$ cat src/rtl/pixel_compositor_pkg.sv
// rtl/pixel_compositor_pkg.sv - shared constants and helpers for the pixel compositor
package pixel_compositor_pkg;

    localparam logic [1:0] MODE_OPAQUE = 2'b00;
    localparam logic [1:0] MODE_BLEND  = 2'b01;
    localparam logic [1:0] MODE_INVERT = 2'b10;
    localparam logic [1:0] MODE_OFF    = 2'b11;

    localparam int PIPE_LAT = 3;

    function automatic int pix_width(input int r_w, input int g_w, input int b_w);
        return r_w + g_w + b_w;
    endfunction

endpackage

$ cat src/rtl/pixel_compositor_pipe_blend.sv
// rtl/pixel_compositor_pipe_blend.sv - combinational per-pixel blend of winner layer over background
module pixel_blend_unit
    import pixel_compositor_pkg::*;
#(
    parameter int R_WIDTH = 8,
    parameter int G_WIDTH = 8,
    parameter int B_WIDTH = 8
) (
    input  logic [1:0]                         mode_i,
    input  logic                               hit_i,
    input  logic [R_WIDTH+G_WIDTH+B_WIDTH-1:0] layer_i,
    input  logic [R_WIDTH+G_WIDTH+B_WIDTH-1:0] bg_i,
    output logic [R_WIDTH+G_WIDTH+B_WIDTH-1:0] pix_o
);

    // Channel c covers {B G R} with red in the least significant bits.
    for (genvar c = 0; c < 3; c++) begin : g_ch
        localparam int CW = (c == 0) ? R_WIDTH : (c == 1) ? G_WIDTH : B_WIDTH;
        localparam int CO = (c == 0) ? 0 : (c == 1) ? R_WIDTH : R_WIDTH + G_WIDTH;

        logic [CW-1:0] lay_ch;
        logic [CW-1:0] bg_ch;
        logic [CW:0]   sum_ch;
        logic [CW-1:0] out_ch;

        assign lay_ch = layer_i[CO +: CW];
        assign bg_ch  = bg_i[CO +: CW];
        assign sum_ch = {1'b0, lay_ch} + {1'b0, bg_ch};

        always_comb begin
            out_ch = bg_ch;
            if (hit_i) begin
                case (mode_i)
                    MODE_OPAQUE: out_ch = lay_ch;
                    MODE_BLEND:  out_ch = sum_ch[CW:1];
                    MODE_INVERT: out_ch = ~bg_ch;
                    default:     out_ch = bg_ch;
                endcase
            end
        end

        assign pix_o[CO +: CW] = out_ch;
    end

endmodule

$ cat src/rtl/pixel_compositor_pipe.sv
// rtl/pixel_compositor_pipe.sv - 3-stage prioritised overlay compositor with frame-synchronous config
module pixel_compositor_pipe
    import pixel_compositor_pkg::*;
#(
    parameter int NUM_LAYERS      = 4,
    parameter int R_WIDTH         = 8,
    parameter int G_WIDTH         = 8,
    parameter int B_WIDTH         = 8,
    parameter int BLINK_LOG2      = 5,
    parameter int FRAME_CNT_WIDTH = 8
) (
    input  logic                                          CLOCK,
    input  logic                                          RESET,
    input  logic                                          FrameStart,
    input  logic                                          ActiveIn,
    input  logic                                          HSyncIn,
    input  logic                                          VSyncIn,
    input  logic [R_WIDTH+G_WIDTH+B_WIDTH-1:0]            BgPix,
    input  logic [NUM_LAYERS-1:0]                         LayerHit,
    input  logic [NUM_LAYERS*(R_WIDTH+G_WIDTH+B_WIDTH)-1:0] LayerPix,
    input  logic [2*NUM_LAYERS-1:0]                       CfgMode,
    input  logic [NUM_LAYERS-1:0]                         CfgBlinkMask,
    output logic [R_WIDTH+G_WIDTH+B_WIDTH-1:0]            PixBus,
    output logic                                          ActiveOut,
    output logic                                          HSyncOut,
    output logic                                          VSyncOut,
    output logic [FRAME_CNT_WIDTH-1:0]                    FrameCount
);

    localparam int PW = pix_width(R_WIDTH, G_WIDTH, B_WIDTH);

    logic [2*NUM_LAYERS-1:0]    shadow_mode_q;
    logic [NUM_LAYERS-1:0]      shadow_mask_q;
    logic [FRAME_CNT_WIDTH-1:0] frame_cnt_q;
    logic [FRAME_CNT_WIDTH-1:0] frame_cnt_d;
    logic [2*NUM_LAYERS-1:0]    eff_mode;
    logic [NUM_LAYERS-1:0]      eff_mask;

    // The pixel arriving with FrameStart already sees the new config and frame number.
    assign eff_mode    = FrameStart ? CfgMode      : shadow_mode_q;
    assign eff_mask    = FrameStart ? CfgBlinkMask : shadow_mask_q;
    assign frame_cnt_d = FrameStart ? frame_cnt_q + FRAME_CNT_WIDTH'(1) : frame_cnt_q;

    always_ff @(posedge CLOCK) begin
        if (RESET) begin
            shadow_mode_q <= '1;
            shadow_mask_q <= '0;
            frame_cnt_q   <= '0;
        end else begin
            shadow_mode_q <= eff_mode;
            shadow_mask_q <= eff_mask;
            frame_cnt_q   <= frame_cnt_d;
        end
    end

    assign FrameCount = frame_cnt_q;

    logic [PW-1:0]              s1_bg_q;
    logic [NUM_LAYERS-1:0]      s1_hit_q;
    logic [NUM_LAYERS*PW-1:0]   s1_pix_q;
    logic [2*NUM_LAYERS-1:0]    s1_mode_q;
    logic [NUM_LAYERS-1:0]      s1_mask_q;
    logic                       s1_blink_q;
    logic                       s1_act_q;
    logic                       s1_hs_q;
    logic                       s1_vs_q;

    always_ff @(posedge CLOCK) begin
        if (RESET) begin
            s1_bg_q    <= '0;
            s1_hit_q   <= '0;
            s1_pix_q   <= '0;
            s1_mode_q  <= '1;
            s1_mask_q  <= '0;
            s1_blink_q <= 1'b0;
            s1_act_q   <= 1'b0;
            s1_hs_q    <= 1'b0;
            s1_vs_q    <= 1'b0;
        end else begin
            s1_bg_q    <= BgPix;
            s1_hit_q   <= LayerHit;
            s1_pix_q   <= LayerPix;
            s1_mode_q  <= eff_mode;
            s1_mask_q  <= eff_mask;
            s1_blink_q <= frame_cnt_d[BLINK_LOG2-1];
            s1_act_q   <= ActiveIn;
            s1_hs_q    <= HSyncIn;
            s1_vs_q    <= VSyncIn;
        end
    end

    logic          win_found;
    logic [PW-1:0] win_pix;
    logic [1:0]    win_mode;

    // Scan from the lowest priority up so the lowest eligible index wins.
    always_comb begin
        win_found = 1'b0;
        win_pix   = '0;
        win_mode  = MODE_OFF;
        for (int i = NUM_LAYERS - 1; i >= 0; i--) begin
            if (s1_hit_q[i] && (s1_mode_q[2*i +: 2] != MODE_OFF) &&
                !(s1_mask_q[i] && s1_blink_q)) begin
                win_found = 1'b1;
                win_pix   = s1_pix_q[i*PW +: PW];
                win_mode  = s1_mode_q[2*i +: 2];
            end
        end
    end

    logic [PW-1:0] s2_pix_q;
    logic [1:0]    s2_mode_q;
    logic [PW-1:0] s2_bg_q;
    logic          s2_hit_q;
    logic          s2_act_q;
    logic          s2_hs_q;
    logic          s2_vs_q;

    always_ff @(posedge CLOCK) begin
        if (RESET) begin
            s2_pix_q  <= '0;
            s2_mode_q <= MODE_OFF;
            s2_bg_q   <= '0;
            s2_hit_q  <= 1'b0;
            s2_act_q  <= 1'b0;
            s2_hs_q   <= 1'b0;
            s2_vs_q   <= 1'b0;
        end else begin
            s2_pix_q  <= win_pix;
            s2_mode_q <= win_mode;
            s2_bg_q   <= s1_bg_q;
            s2_hit_q  <= win_found;
            s2_act_q  <= s1_act_q;
            s2_hs_q   <= s1_hs_q;
            s2_vs_q   <= s1_vs_q;
        end
    end

    logic [PW-1:0] blend_pix;

    pixel_blend_unit #(
        .R_WIDTH (R_WIDTH),
        .G_WIDTH (G_WIDTH),
        .B_WIDTH (B_WIDTH)
    ) u_blend (
        .mode_i  (s2_mode_q),
        .hit_i   (s2_hit_q),
        .layer_i (s2_pix_q),
        .bg_i    (s2_bg_q),
        .pix_o   (blend_pix)
    );

    logic [PW-1:0] s3_pix_q;
    logic          s3_act_q;
    logic          s3_hs_q;
    logic          s3_vs_q;

    always_ff @(posedge CLOCK) begin
        if (RESET) begin
            s3_pix_q <= '0;
            s3_act_q <= 1'b0;
            s3_hs_q  <= 1'b0;
            s3_vs_q  <= 1'b0;
        end else begin
            s3_pix_q <= s2_act_q ? blend_pix : '0;
            s3_act_q <= s2_act_q;
            s3_hs_q  <= s2_hs_q;
            s3_vs_q  <= s2_vs_q;
        end
    end

    assign PixBus    = s3_pix_q;
    assign ActiveOut = s3_act_q;
    assign HSyncOut  = s3_hs_q;
    assign VSyncOut  = s3_vs_q;

endmodule
$ cat config.mk
export PLATFORM = sky130hd
export DESIGN_NAME = pixel_compositor_pipe
export DESIGN_NICKNAME = d
export VERILOG_FILES = /design/src/rtl/pixel_compositor_pkg.sv /design/src/rtl/pixel_compositor_pipe_blend.sv /design/src/rtl/pixel_compositor_pipe.sv
export SDC_FILE = /design/constraint.sdc
export NUM_CORES = 1
export LEC_CHECK = 0
export ABC_CLOCK_PERIOD_IN_PS = 1600
export BUFFER_PORTS_ARGS = -buffer_cell sky130_fd_sc_hd__clkbuf_2
export CAP_MARGIN = 20
export CORE_MARGIN = 5
export CORE_UTILIZATION = 25
export DETAILED_ROUTE_END_ITERATION = 6
export PLACE_DENSITY = 0.45
export SLEW_MARGIN = 20
export SYNTH_ARGS = -nofsm -noshare
export SYNTH_HDL_FRONTEND = slang
export SYNTH_SLANG_ARGS = --single-unit
$ cat constraint.sdc
create_clock -name CLOCK -period 1.6 [get_ports CLOCK]
set_input_delay 0.32 -clock CLOCK [delete_from_list [all_inputs] [get_ports CLOCK]]
set_output_delay 0.32 -clock CLOCK [all_outputs]
set_load 0.02 [all_outputs]
==> results.json <==
{
  "clock_latency_ns": 0.52,
  "grt_usage_pct": 13.21,
  "violations": "negative setup slack",
  "clock-sinks": 228,
  "path_class": "reg2reg",
  "die_w_um": 195.6,
  "grt_first_pass_wirelength_mm": 40.67,
  "die_h_um": 195.6,
  "slew_viol_final": 0,
  "wl_met1_mm": 12.89,
  "final_core_util_pct": 37.98,
  "grt_pass1_vias": 7165,
  "numCtsBuffers": 26,
  "fin_nets": 1318,
  "final_cell_mix": "216 x dfxtp_1, 175 x clkbuf_2, 164 x nor2b_1",
  "hold_viol_final": 0,
  "ant_nets": 0,
  "drt_iter0_drc": 356,
  "netlist_instances": 818,
  "fin_crit_ns": 2.081,
  "timing.fmax_mhz": 480.4,
  "core_um2": 34290,
  "route.detailed.drc": 0,
  "ios": 177,
  "outcome": "finished, violations left",
  "synth_edf_count": 0,
  "syn_area_um2": 8608,
  "finalNonFillerCells": 1626,
  "wl_mm": 26.74,
  "area_growth_syn_to_layout_pct": 51.26,
  "cts.clk_slew.worst_paths_ns": 0.06,
  "vias_per_cell": 4.303,
  "ir_worst_vdd_mv": 0.6044,
  "p_per_area_nw_per_um2": 1054,
  "critPathLaunchType": "flip-flop",
  "synth_warnings": 0,
  "n_antenna_cell": 0,
  "first_pass_iters": 5,
  "crit_required_ns": 1.97,
  "h-tree-depth": 1,
  "finalSetupViolCount": 32,
  "grt_start_max_net_pins": 140,
  "cts_tree": "yes",
  "yosysSeqAreaShare_pct": 53.02,
  "synth_nets": 985,
  "dr_wl_met2_mm": 12.03,
  "leakage_nw": 5.405,
  "syn_area_per_cell_um2": 10.52,
  "cp.arrival_ns": 2.46,
  "critical_path.max_fanout": 10,
  "mostFrequentLayoutCell": "dfxtp_1",
  "top_layer": "met4",
  "rsz0062_at_grt": "yes",
  "whs_ns": 0.01788,
  "cts.path.max_buffers": 3,
  "die_area_um2": 38240,
  "wl_per_cell_um": 16.45,
  "ys_ff_latch": 228,
  "maxSlewHeadroom_pct": 52.56,
  "fin_crit_sh_pct": 130.1,
  "grt-ovfl-total": 0,
  "wl_met3_mm": 1.425,
  "fin_area_um2": 13020,
  "drive_gt1_share_pct": 37.32,
  "dr_total_vias": 6997,
  "worst_slew_pin_slew_ns": 0.7117,
  "antenna_found_initial": 0,
  "max_cap_violations": 0,
  "dp_cells": 1481,
  "placed_area_um2": 10610,
  "dp_slack_ns": -0.5183,
  "start_util_pct": 25.11,
  "fp-row-count": 68,
  "dp_hpwl_mm": 17.67,
  "worst_slack_ns": -0.4814,
  "gp_congestion": 0.7632,
  "cts_root_buf": "clkbuf_16",
  "ys.flop_type": "dfxtp_1",
  "min_path_type": "in2reg",
  "synthArstFlopShare_pct": 0,
  "io_buffers": 176,
  "synth_cell_types": 58,
  "fin_skew_ns": 0.009845,
  "crit_path_end_kind": "flip-flop"
}
registers in the layout, indices dropped and copies added (netlist names), 2 cells and up:
signal / count
FrameCount: 8
s2_bg_q: 24
s2_pix_q: 24
s1_mask_q: 4
s1_hit_q: 4
s1_bg_q: 24
PixBus: 24
s2_mode_q: 2
s1_mode_q: 8
s1_pix_q: 96
cells in the mapped netlist (5+ instances only):
cell type,count,area [µm²]
dfxtp_1,228,4564
nor2b_1,165,1032
nor2_1,44,165.2
clkbuf_1,43,161.4
a21oi_1,32,160.2
nand2_1,32,120.1
a222oi_1,26,260.3
mux2i_1,26,260.3
o21ai_0,26,130.1
ha_1,22,275.3
xnor2_1,14,122.6
o221ai_1,12,105.1
inv_1,10,37.54
mux2_4,10,150.1
a211o_1,9,78.83
a221oi_1,9,78.83
mux2_1,8,90.09
a21o_1,7,52.55
xor2_1,7,61.31
mux2_2,5,56.30
nand3_1,5,25.02
o211ai_1,5,37.54
final timing paths:
check                           cells after the start                  startpoint  slack [ns]                      end
worst min register to register                      1          s2_hs_q$_SDFF_PP0_        0.43      HSyncOut$_SDFF_PP0_
worst max register to register                      6  FrameCount[4]$_SDFFE_PP0P_       -0.48  s2_pix_q[17]$_SDFF_PP0_
worst max-delay path                                6  FrameCount[4]$_SDFFE_PP0P_       -0.48  s2_pix_q[17]$_SDFF_PP0_
worst min-delay path                                2                   BgPix[19]        0.02   s1_bg_q[19]$_SDFF_PP0_
area by class of cell:
class                   count  area (µm²)
well taps                 455       569.3
fillers                  3439       21270
repair buffers            358        2656
clock buffers              36       779.5
multi-input cells         525        4252
clock inverters            12       130.1
flip-flops and latches    228        4589
inverters                  12       45.04
power by group:
| part | internal (mW) | switching (mW) |
|---|---|---|
| Clock | 3.74 | 2.44 |
| Sequential | 5.93 | 0.137 |
| Combinational | 0.820 | 0.651 |
| Total | 10.5 | 3.23 |
cells by family after synthesis:
kind of cell             synth area share, %
AO/OA/AOI/OAI                          14.03
XOR/XNOR                               2.137
adder cells (fa/ha/maj)                3.895
buffers and inverters                  3.168
flip-flops                             53.02
multiplexers                           6.468
AND/OR/NAND/NOR                        17.28
per-layer routing:
| metal | vias to the layer above | global-route usage [%] |
|---|---|---|
| met1 | 3272 | 19.35 |
| li1 | 3521 | - |
| met2 | 175 | 20.27 |
| met4 | 0 | 2.870 |
| met3 | 29 | 2.450 |
| met5 | - | 0 |
worst max-delay path: stages (launching register included):
cell and delay [ns]:
dfxtp_4 0.36, buf_4 0.14, a221oi_4 0.42, a211oi_4 0.09, buf_12 0.17, a222oi_1 0.64
nor2_1 0.12
per-stage QoR:
stage                     setup TNS, ns  power [mW]
after CTS                        -8.353       13.86
after floorplan                  -2.078       6.789
after global routing             -11.55       14.37
after global placement           -11.96       7.354
final                            -8.584       13.72
after detailed placement         -8.603       7.353
repair_timing:
item,4_1_cts,5_1_grt
endpoints found under the hold margin,67,0
endpoints found under the setup margin,45,46
gates cloned,2,3
pin swaps,41,31
gates resized for setup,58,54
buffers inserted,17,9
hold buffers,67,0
No activity file was read; power rests on OpenSTA's default activity.
